--- src/rtl/fir_controller_param.sv ---
// Sequencer for an external register-file/ALU datapath running an N-tap
// signed FIR: coefficient load, sample shift and MAC with a per-tap sign mask.
module fir_controller_param #(
  parameter int                  NUM_TAPS  = 4,
  parameter int                  ADDR_W    = 4,
  parameter logic [NUM_TAPS-1:0] SIGN_MASK = 4'b1010
) (
  input  logic              clk,
  input  logic              n_rst,
  input  logic              dr,
  input  logic              lc,
  input  logic              overflow,
  output logic              cnt_up,
  output logic              clear,
  output logic              modwait,
  output logic [2:0]        op,
  output logic [ADDR_W-1:0] src1,
  output logic [ADDR_W-1:0] src2,
  output logic [ADDR_W-1:0] dest,
  output logic              err
);

  localparam int KW = (NUM_TAPS > 2) ? $clog2(NUM_TAPS) : 1;
  localparam int MW = 1 << KW;

  localparam logic [MW-1:0]     MASK   = MW'(SIGN_MASK);
  localparam logic [KW-1:0]     K_LAST = KW'(NUM_TAPS - 1);
  localparam logic [KW-1:0]     J_LAST = KW'(1);
  localparam logic [ADDR_W-1:0] R0     = '0;
  localparam logic [ADDR_W-1:0] F_BASE = ADDR_W'(NUM_TAPS + 1);
  localparam logic [ADDR_W-1:0] TMP    = ADDR_W'(2 * NUM_TAPS + 1);

  localparam logic [2:0] OP_NOP   = 3'd0;
  localparam logic [2:0] OP_COPY  = 3'd1;
  localparam logic [2:0] OP_LOAD1 = 3'd2;
  localparam logic [2:0] OP_LOAD2 = 3'd3;
  localparam logic [2:0] OP_ADD   = 3'd4;
  localparam logic [2:0] OP_SUB   = 3'd5;
  localparam logic [2:0] OP_MUL   = 3'd6;

  typedef enum logic [3:0] {
    S_IDLE,
    S_EIDLE,
    S_LOAD_C,
    S_WAIT_C,
    S_CHECK_DR,
    S_CLR_ACC,
    S_SHIFT,
    S_LOAD_S,
    S_MUL,
    S_ACC
  } state_e;

  state_e          state_q, state_d;
  logic [KW-1:0]   k_q, k_d;
  logic [KW-1:0]   j_q, j_d;
  logic            ovf_exit;

  always_ff @(posedge clk or negedge n_rst) begin
    if (!n_rst) begin
      state_q <= S_IDLE;
      k_q     <= '0;
      j_q     <= '0;
    end else begin
      state_q <= state_d;
      k_q     <= k_d;
      j_q     <= j_d;
    end
  end

  // Overflow only matters while the accumulator is being built.
  assign ovf_exit = overflow &&
    (state_q == S_CLR_ACC || state_q == S_MUL || state_q == S_ACC);

  always_comb begin
    state_d = state_q;
    k_d     = k_q;
    j_d     = j_q;
    unique case (state_q)
      S_IDLE, S_EIDLE: begin
        if (dr) begin
          state_d = S_CHECK_DR;
        end else if (lc) begin
          state_d = S_LOAD_C;
          k_d     = '0;
        end
      end
      S_LOAD_C: begin
        if (k_q == K_LAST) begin
          state_d = S_IDLE;
        end else begin
          state_d = S_WAIT_C;
          k_d     = k_q + 1'b1;
        end
      end
      S_WAIT_C: begin
        if (lc) state_d = S_LOAD_C;
      end
      S_CHECK_DR: begin
        state_d = dr ? S_CLR_ACC : S_EIDLE;
      end
      S_CLR_ACC: begin
        state_d = S_SHIFT;
        j_d     = K_LAST;
      end
      S_SHIFT: begin
        if (j_q == J_LAST) state_d = S_LOAD_S;
        else               j_d     = j_q - 1'b1;
      end
      S_LOAD_S: begin
        state_d = S_MUL;
        k_d     = '0;
      end
      S_MUL: begin
        state_d = S_ACC;
      end
      S_ACC: begin
        if (k_q == K_LAST) begin
          state_d = S_IDLE;
        end else begin
          state_d = S_MUL;
          k_d     = k_q + 1'b1;
        end
      end
      default: state_d = S_IDLE;
    endcase
    if (ovf_exit) state_d = S_EIDLE;
  end

  always_comb begin
    cnt_up  = 1'b0;
    clear   = 1'b0;
    modwait = 1'b1;
    op      = OP_NOP;
    src1    = '0;
    src2    = '0;
    dest    = '0;
    err     = 1'b0;
    unique case (state_q)
      S_IDLE: begin
        modwait = 1'b0;
      end
      S_EIDLE: begin
        modwait = 1'b0;
        err     = 1'b1;
      end
      S_LOAD_C: begin
        op    = OP_LOAD2;
        dest  = F_BASE + ADDR_W'(k_q);
        clear = (k_q == '0);
      end
      S_CLR_ACC: begin
        op   = OP_SUB;
        dest = R0;
        src1 = R0;
        src2 = R0;
      end
      S_SHIFT: begin
        op   = OP_COPY;
        dest = ADDR_W'(j_q) + 1'b1;
        src1 = ADDR_W'(j_q);
      end
      S_LOAD_S: begin
        op     = OP_LOAD1;
        dest   = ADDR_W'(1);
        cnt_up = 1'b1;
      end
      S_MUL: begin
        op   = OP_MUL;
        dest = TMP;
        src1 = ADDR_W'(k_q) + 1'b1;
        src2 = F_BASE + ADDR_W'(k_q);
      end
      S_ACC: begin
        op   = MASK[k_q] ? OP_SUB : OP_ADD;
        dest = R0;
        src1 = R0;
        src2 = TMP;
      end
      default: ;
    endcase
  end

endmodule

--- config.mk ---
export PLATFORM = sky130hd
export DESIGN_NAME = fir_controller_param
export DESIGN_NICKNAME = d
export VERILOG_FILES = /design/src/rtl/fir_controller_param.sv
export SDC_FILE = /design/constraint.sdc
export NUM_CORES = 1
export LEC_CHECK = 0
export ABC_CLOCK_PERIOD_IN_PS = 2780
export CAP_MARGIN = 40
export CELL_PAD_IN_SITES_DETAIL_PLACEMENT = 0
export CELL_PAD_IN_SITES_GLOBAL_PLACEMENT = 1
export CORE_MARGIN = 2
export CORE_UTILIZATION = 35
export CTS_CLUSTER_SIZE = 8
export DETAILED_ROUTE_END_ITERATION = 8
export MAX_ROUTING_LAYER = met4
export PLACE_DENSITY = 0.79
export SYNTH_ARGS = -nofsm -noshare
export SYNTH_HDL_FRONTEND = slang
export SYNTH_SLANG_ARGS = --single-unit
--- constraint.sdc ---
create_clock -name clk -period 2.78 [get_ports clk]
set_input_delay 0.278 -clock clk [delete_from_list [all_inputs] [get_ports clk]]
set_output_delay 0.278 -clock clk [all_outputs]
set_load 0.005 [all_outputs]
## After elaboration in Yosys (flattened, before gate mapping)

Index checks and enable logic that the tools add are counted.

| operators by class | value |
|---|---|
| bitwise logic cells | 0 |
| reduce and logical (&&, ||, !) cells | 11 |
| divide/modulo/power cells | 0 |
| add/subtract/negate cells | 5 |
| $lt $le $gt $ge | 1 |
| multiplexer cells | 25 |
| shifts and indexed selects | 0 |
| multiply operators | 0 |
| eq/ne operators | 16 |

Operators by type and width:

| operator | count |
|---|---|
| $pmux 4 s9 | 1 |
| $mux 4 | 5 |
| $pmux 3 s6 | 1 |
| $eq 4x3->1 const B | 4 |
| $pmux 4 s4 | 1 |
| $mux 2 | 5 |
| $eq 4x2->1 const B | 2 |
| $eq 4x4->1 const B | 2 |
| $pmux 4 s2 | 1 |
| $add 2x1->3 const B | 2 |
| $mux 1 | 6 |
| $ne 2x2->1 const B | 3 |
| $pmux 2 s3 | 1 |
| $pmux 3 s2 | 1 |
| $add 3x2->4 const A | 1 |
| $eq 4x1->1 const B | 1 |
| $logic_not 4->1 | 1 |
| $pmux 2 s2 | 1 |
| $reduce_and 4->1 | 1 |
| $reduce_or 2->1 | 2 |
| $lt 2x3->1 const B | 1 |
| $mux 3 | 1 |
| $ne 3x3->1 const B | 1 |
| $reduce_bool 3->1 | 1 |
| other kinds (11) | 12 |

| storage, ports and cells | value |
|---|---|
| ROM bits | 0 |
| bits in writable memories | 0 |
| output and inout port bits | 19 |
| word-level logic and storage cells | 61 |
| bits in latches | 0 |
| input bits | 5 |
| memories | 0 |
| register bits after elaboration | 8 |

## Longest topological paths before layout

| logic depth | value |
|---|---|
| depth in word-level cells | 5 |
| depth in mapped cells | 6 |
| depth with buffers taken out | 6 |

## Worst setup path after synthesis

Ideal clock, no wire load.

| timing path | value |
|---|---|
| path kind | reg2reg |
| from | register state_q[3] |
| to | register k_q[1] |
| stages on the path, launching flop included | 5 |
| data arrival time | 1.521 ns |
| buffers on the path | 0 |
| setup slack | 1.137 ns |
| path through | dfrtp_1 > or3_4 > or3b_1 > o41a_1 > a32o_1 |

| between the ends | value |
|---|---|
| word-level cells in the longest chain between the ends | 4 |
| elaborated cells between the ends (all ways) | 13 |

Ends and longest elaborated chain:

| what | line | RTL |
|---|---|---|
| start, declared | 54 | `state_e state_q, state_d;` |
| start signal, assigned | 65 | `state_q <= state_d;` |
| $eq 4x1->1, or another cell as far along | 79 | `unique case (state_q)` |
| $reduce_or 2->1 (no line) | - |  |
| $ne 2x1->1 (no line), or another cell as far along | - |  |
| $reduce_and 4->1 (no line) | - |  |
| end signal, assigned | 66 | `k_q <= k_d;` |
| end, declared | 55 | `logic [KW-1:0] k_q, k_d;` |

Parallel ways exist; a longest one is shown, timed or not.
A chain may end at the register's enable or synchronous reset.

## Final worst setup path

| timing path | value |
|---|---|
| from | register state_q[1] |
| to | output port src1[0] |

| between the ends | value |
|---|---|
| word-level cells in the longest chain between the ends | 2 |
| elaborated cells between the ends (all ways) | 3 |

Ends and longest elaborated chain:

| what | line | RTL |
|---|---|---|
| $eq 4x4->1 / $eq 4x3->1 (equally long branches) | 139 | `unique case (state_q)` |
| $pmux 3 s2 (*) | 139 |  |
| end, declared | 17 | `output logic [ADDR_W-1:0] src1,` |

Mark *: on every way between the ends. The rest lies on a longest branch, timed or not.

==> flow_metrics.py <==
metrics = {
    "power": {
        "p_leak_nw": 0.464,
        "p_per_area_nw_per_um2": 1150,
        "total_power_mw": 1.26,
        "ir_drop_uv": 486,
    },
    "worst_setup_path": {
        "required_ps": 2500,
        "critical_path.slowest_cell": "dfrtp_1",
        "crit_fanout": 20,
        "cpPeakStageDelay_ps": 590,
        "crit_chain": "or3b_1 -> inv_2 -> a22oi_1 -> nor2_1 -> clkdlybuf4s50_1",
        "endpoint_kind": "output port",
        "cp.arrival_ps": 2210,
        "critical_path_class": "flip-flop to output port",
        "cpLargestDelayFamily": "simple AND/OR/NAND/NOR gates",
        "path_buf_inv": 2,
        "critPathLaunchType": "flip-flop",
    },
    "drt": {
        "vias_per_cell": 5.49,
        "wl_per_cell_um": 14.2,
        "drt_wl_total_um": 2360,
        "drtIter0Drc": 13,
        "ant_nets": 0,
        "remaining_drc_errors": 0,
        "dr.pass1.iters": 4,
        "dr_total_vias": 911,
    },
    "cts": {
        "cts_root_buf": "clkbuf_4",
        "clock_latency_ps": 260,
        "cts_hold_buf": 0,
        "cts_resized": 0,
        "cts_tree": "built",
        "cts_num_sinks": 8,
        "ctsHtreeMaxLevel": 1,
        "clkSlewWorstSetupHoldPaths_ps": 60,
        "cts_buffers": 3,
        "post_cts_buffers": 0,
        "cts_buffer_depth": 2,
    },
    "die": {
        "start_util_pct": 37.6,
        "die_w_um": 53.2,
        "num_rows": 17,
        "num_io_pins": 24,
        "die_area_um2": 2830,
        "coreArea_um2": 2250,
        "fp.dieH_um": 53.2,
    },
    "logic_synthesis": {
        "yosysSeqAreaShare_pct": 23.6,
        "ys_async_sr_fraction_pct": 100,
        "synth_warnings": 0,
        "syn_avg_cell_area_um2": 7.06,
        "synth-edff-count": 0,
        "netlist_area_um2": 847,
        "synth_flop_cell": "dfrtp_1",
        "synthCells": 120,
        "syn_nets": 130,
        "synth_top_cell_area_share_pct": 23.6,
        "ys_ff_latch": 8,
        "yosys.area.top_type": "dfrtp_1",
        "yosysUniqueCellTypes": 36,
        "synth_area_leaders": "dfrtp_1 (24%), nor2_1 (8.0%), ha_1 (7.4%)",
    },
    "final_layout": {
        "fillers": 250,
        "regArea_um2": 200,
        "drive_above_1_share_pct": 5.80,
        "nets": 150,
        "final_common_cell": "clkdlybuf4s50_1",
        "multiInputGateArea_um2": 581,
        "mostFrequentLayoutCells": "clkdlybuf4s50_1 (22), nor2_1 (18), nand2_1 (13), a21oi_1 (12), dfrtp_1 (8)",
        "stdcell_area_um2": 1100,
        "area_growth_pct": 29.8,
        "diodes": 0,
    },
    "sta": {
        "final-hold-violation-count": 0,
        "skew_ps": 6.14,
        "hold_ws_ps": 307,
        "fin_crit_sh_pct": 89.6,
        "rsz0062_at_grt": "no",
        "worst_pin_slew_ps": 567,
        "fin_crit_ps": 2490,
        "drv_slew": 0,
        "max_freq_mhz": 401,
        "setup_tns_ps": 0,
        "relSlewSlack_pct": 62.2,
        "setup_viol": 0,
    },
    "grt": {
        "grt_pass1_wl_um": 4000,
        "grt_overflow": 0,
        "grt_max_degree": 21,
        "grt_usage_pct": 20.0,
        "antenna_found_initial": 0,
        "grt_pass1_vias": 836,
    },
    "placement": {
        "place.gp.congestion": 0.801,
        "portBuffers": 22,
        "dpl_cell_area_um2": 1080,
        "dp_hpwl_um": 1740,
    },
    "outcome": {
        "status": "complete, no violations",
    },
    "job": {
        "cap_violations": 0,
    },
    "worst_hold_path": {
        "min_path_type": "input port to asynchronous set/reset pin",
    },
}
[cells by family (layout without fill, tap and decap cells)]
group | Yosys count | in the layout | synth area share, %
AO/OA/AOI/OAI | 34 | 34 | 26.4
adder cells (fa/ha/maj) | 5 | 5 | 7.39
buffers and inverters | 16 | 34 | 7.83
flip-flops | 8 | 8 | 23.6
multiplexers | 1 | 1 | 1.18
other | 1 | 1 | 0.443
AND/OR/NAND/NOR | 55 | 55 | 33.1
[cells in the mapped netlist (2+ instances only)]
cell	number
nor2_1	18
nand2_1	13
a21oi_1	12
dfrtp_1	8
clkbuf_1	6
nand2b_1	6
ha_1	5
inv_1	5
o21ai_0	5
nor3_1	4
nor2b_1	3
o22ai_1	3
a22oi_1	2
and2b_1	2
and3_1	2
buf_2	2
inv_2	2
nand3b_1	2
o41a_1	2
or3b_1	2
[layer usage]
layer	global-route usage, %	up-vias	wire length [um]
li1	-	458	-
met1	25.8	423	1150
met2	31.7	25	1070
met3	1.98	5	89
met4	8.97	0	47
met5	-	-	0
[cell type report]
cell class	instances	area share, %
Multi-Input combinational cell	96	52.8
Inverter	7	2.39
Tap cell	28	3.19
Sequential cell	8	18.2
Timing Repair Buffer	24	21.4
Clock buffer	3	2.05
[power by group]
part / switching [mW] / internal (mW)
clock network: 0.0436 / 0.0497
logic: 0.417 / 0.440
registers: 0.145 / 0.169
[metrics by stage]
step	instances	utilization [%]	setup WS (ps)
2_1_floorplan	120	-	1140
3_3_place_gp	163	47.8	623
3_5_place_dp	163	47.8	577
4_1_cts	166	48.8	293
5_1_grt	166	48.8	167
6_report	166	48.8	288
[worst paths after layout]
check	slack (ps)	cells past startpoint	from	endpoint
max	290	5	state_q[1]	src1[0]
min	310	1	n_rst	k_q[1]
max reg2reg	770	4	state_q[1]	k_q[1]
min reg2reg	630	1	k_q[1]	k_q[1]
max in group asynchronous	2190	1	n_rst	state_q[3]
min in group clk	630	1	k_q[1]	k_q[1]
[flip-flops by register name (all words and copies together), names as in the netlist]
register  count
state_q       4
j_q           2
k_q           2
[worst register-to-register path, stage by stage (launching register included)]
cell and delay, ps:
dfrtp_1 590, or3_4 480, or3b_1 420, o41a_1 140
a32o_1 270
No activity file was read; power rests on OpenSTA's default activity.
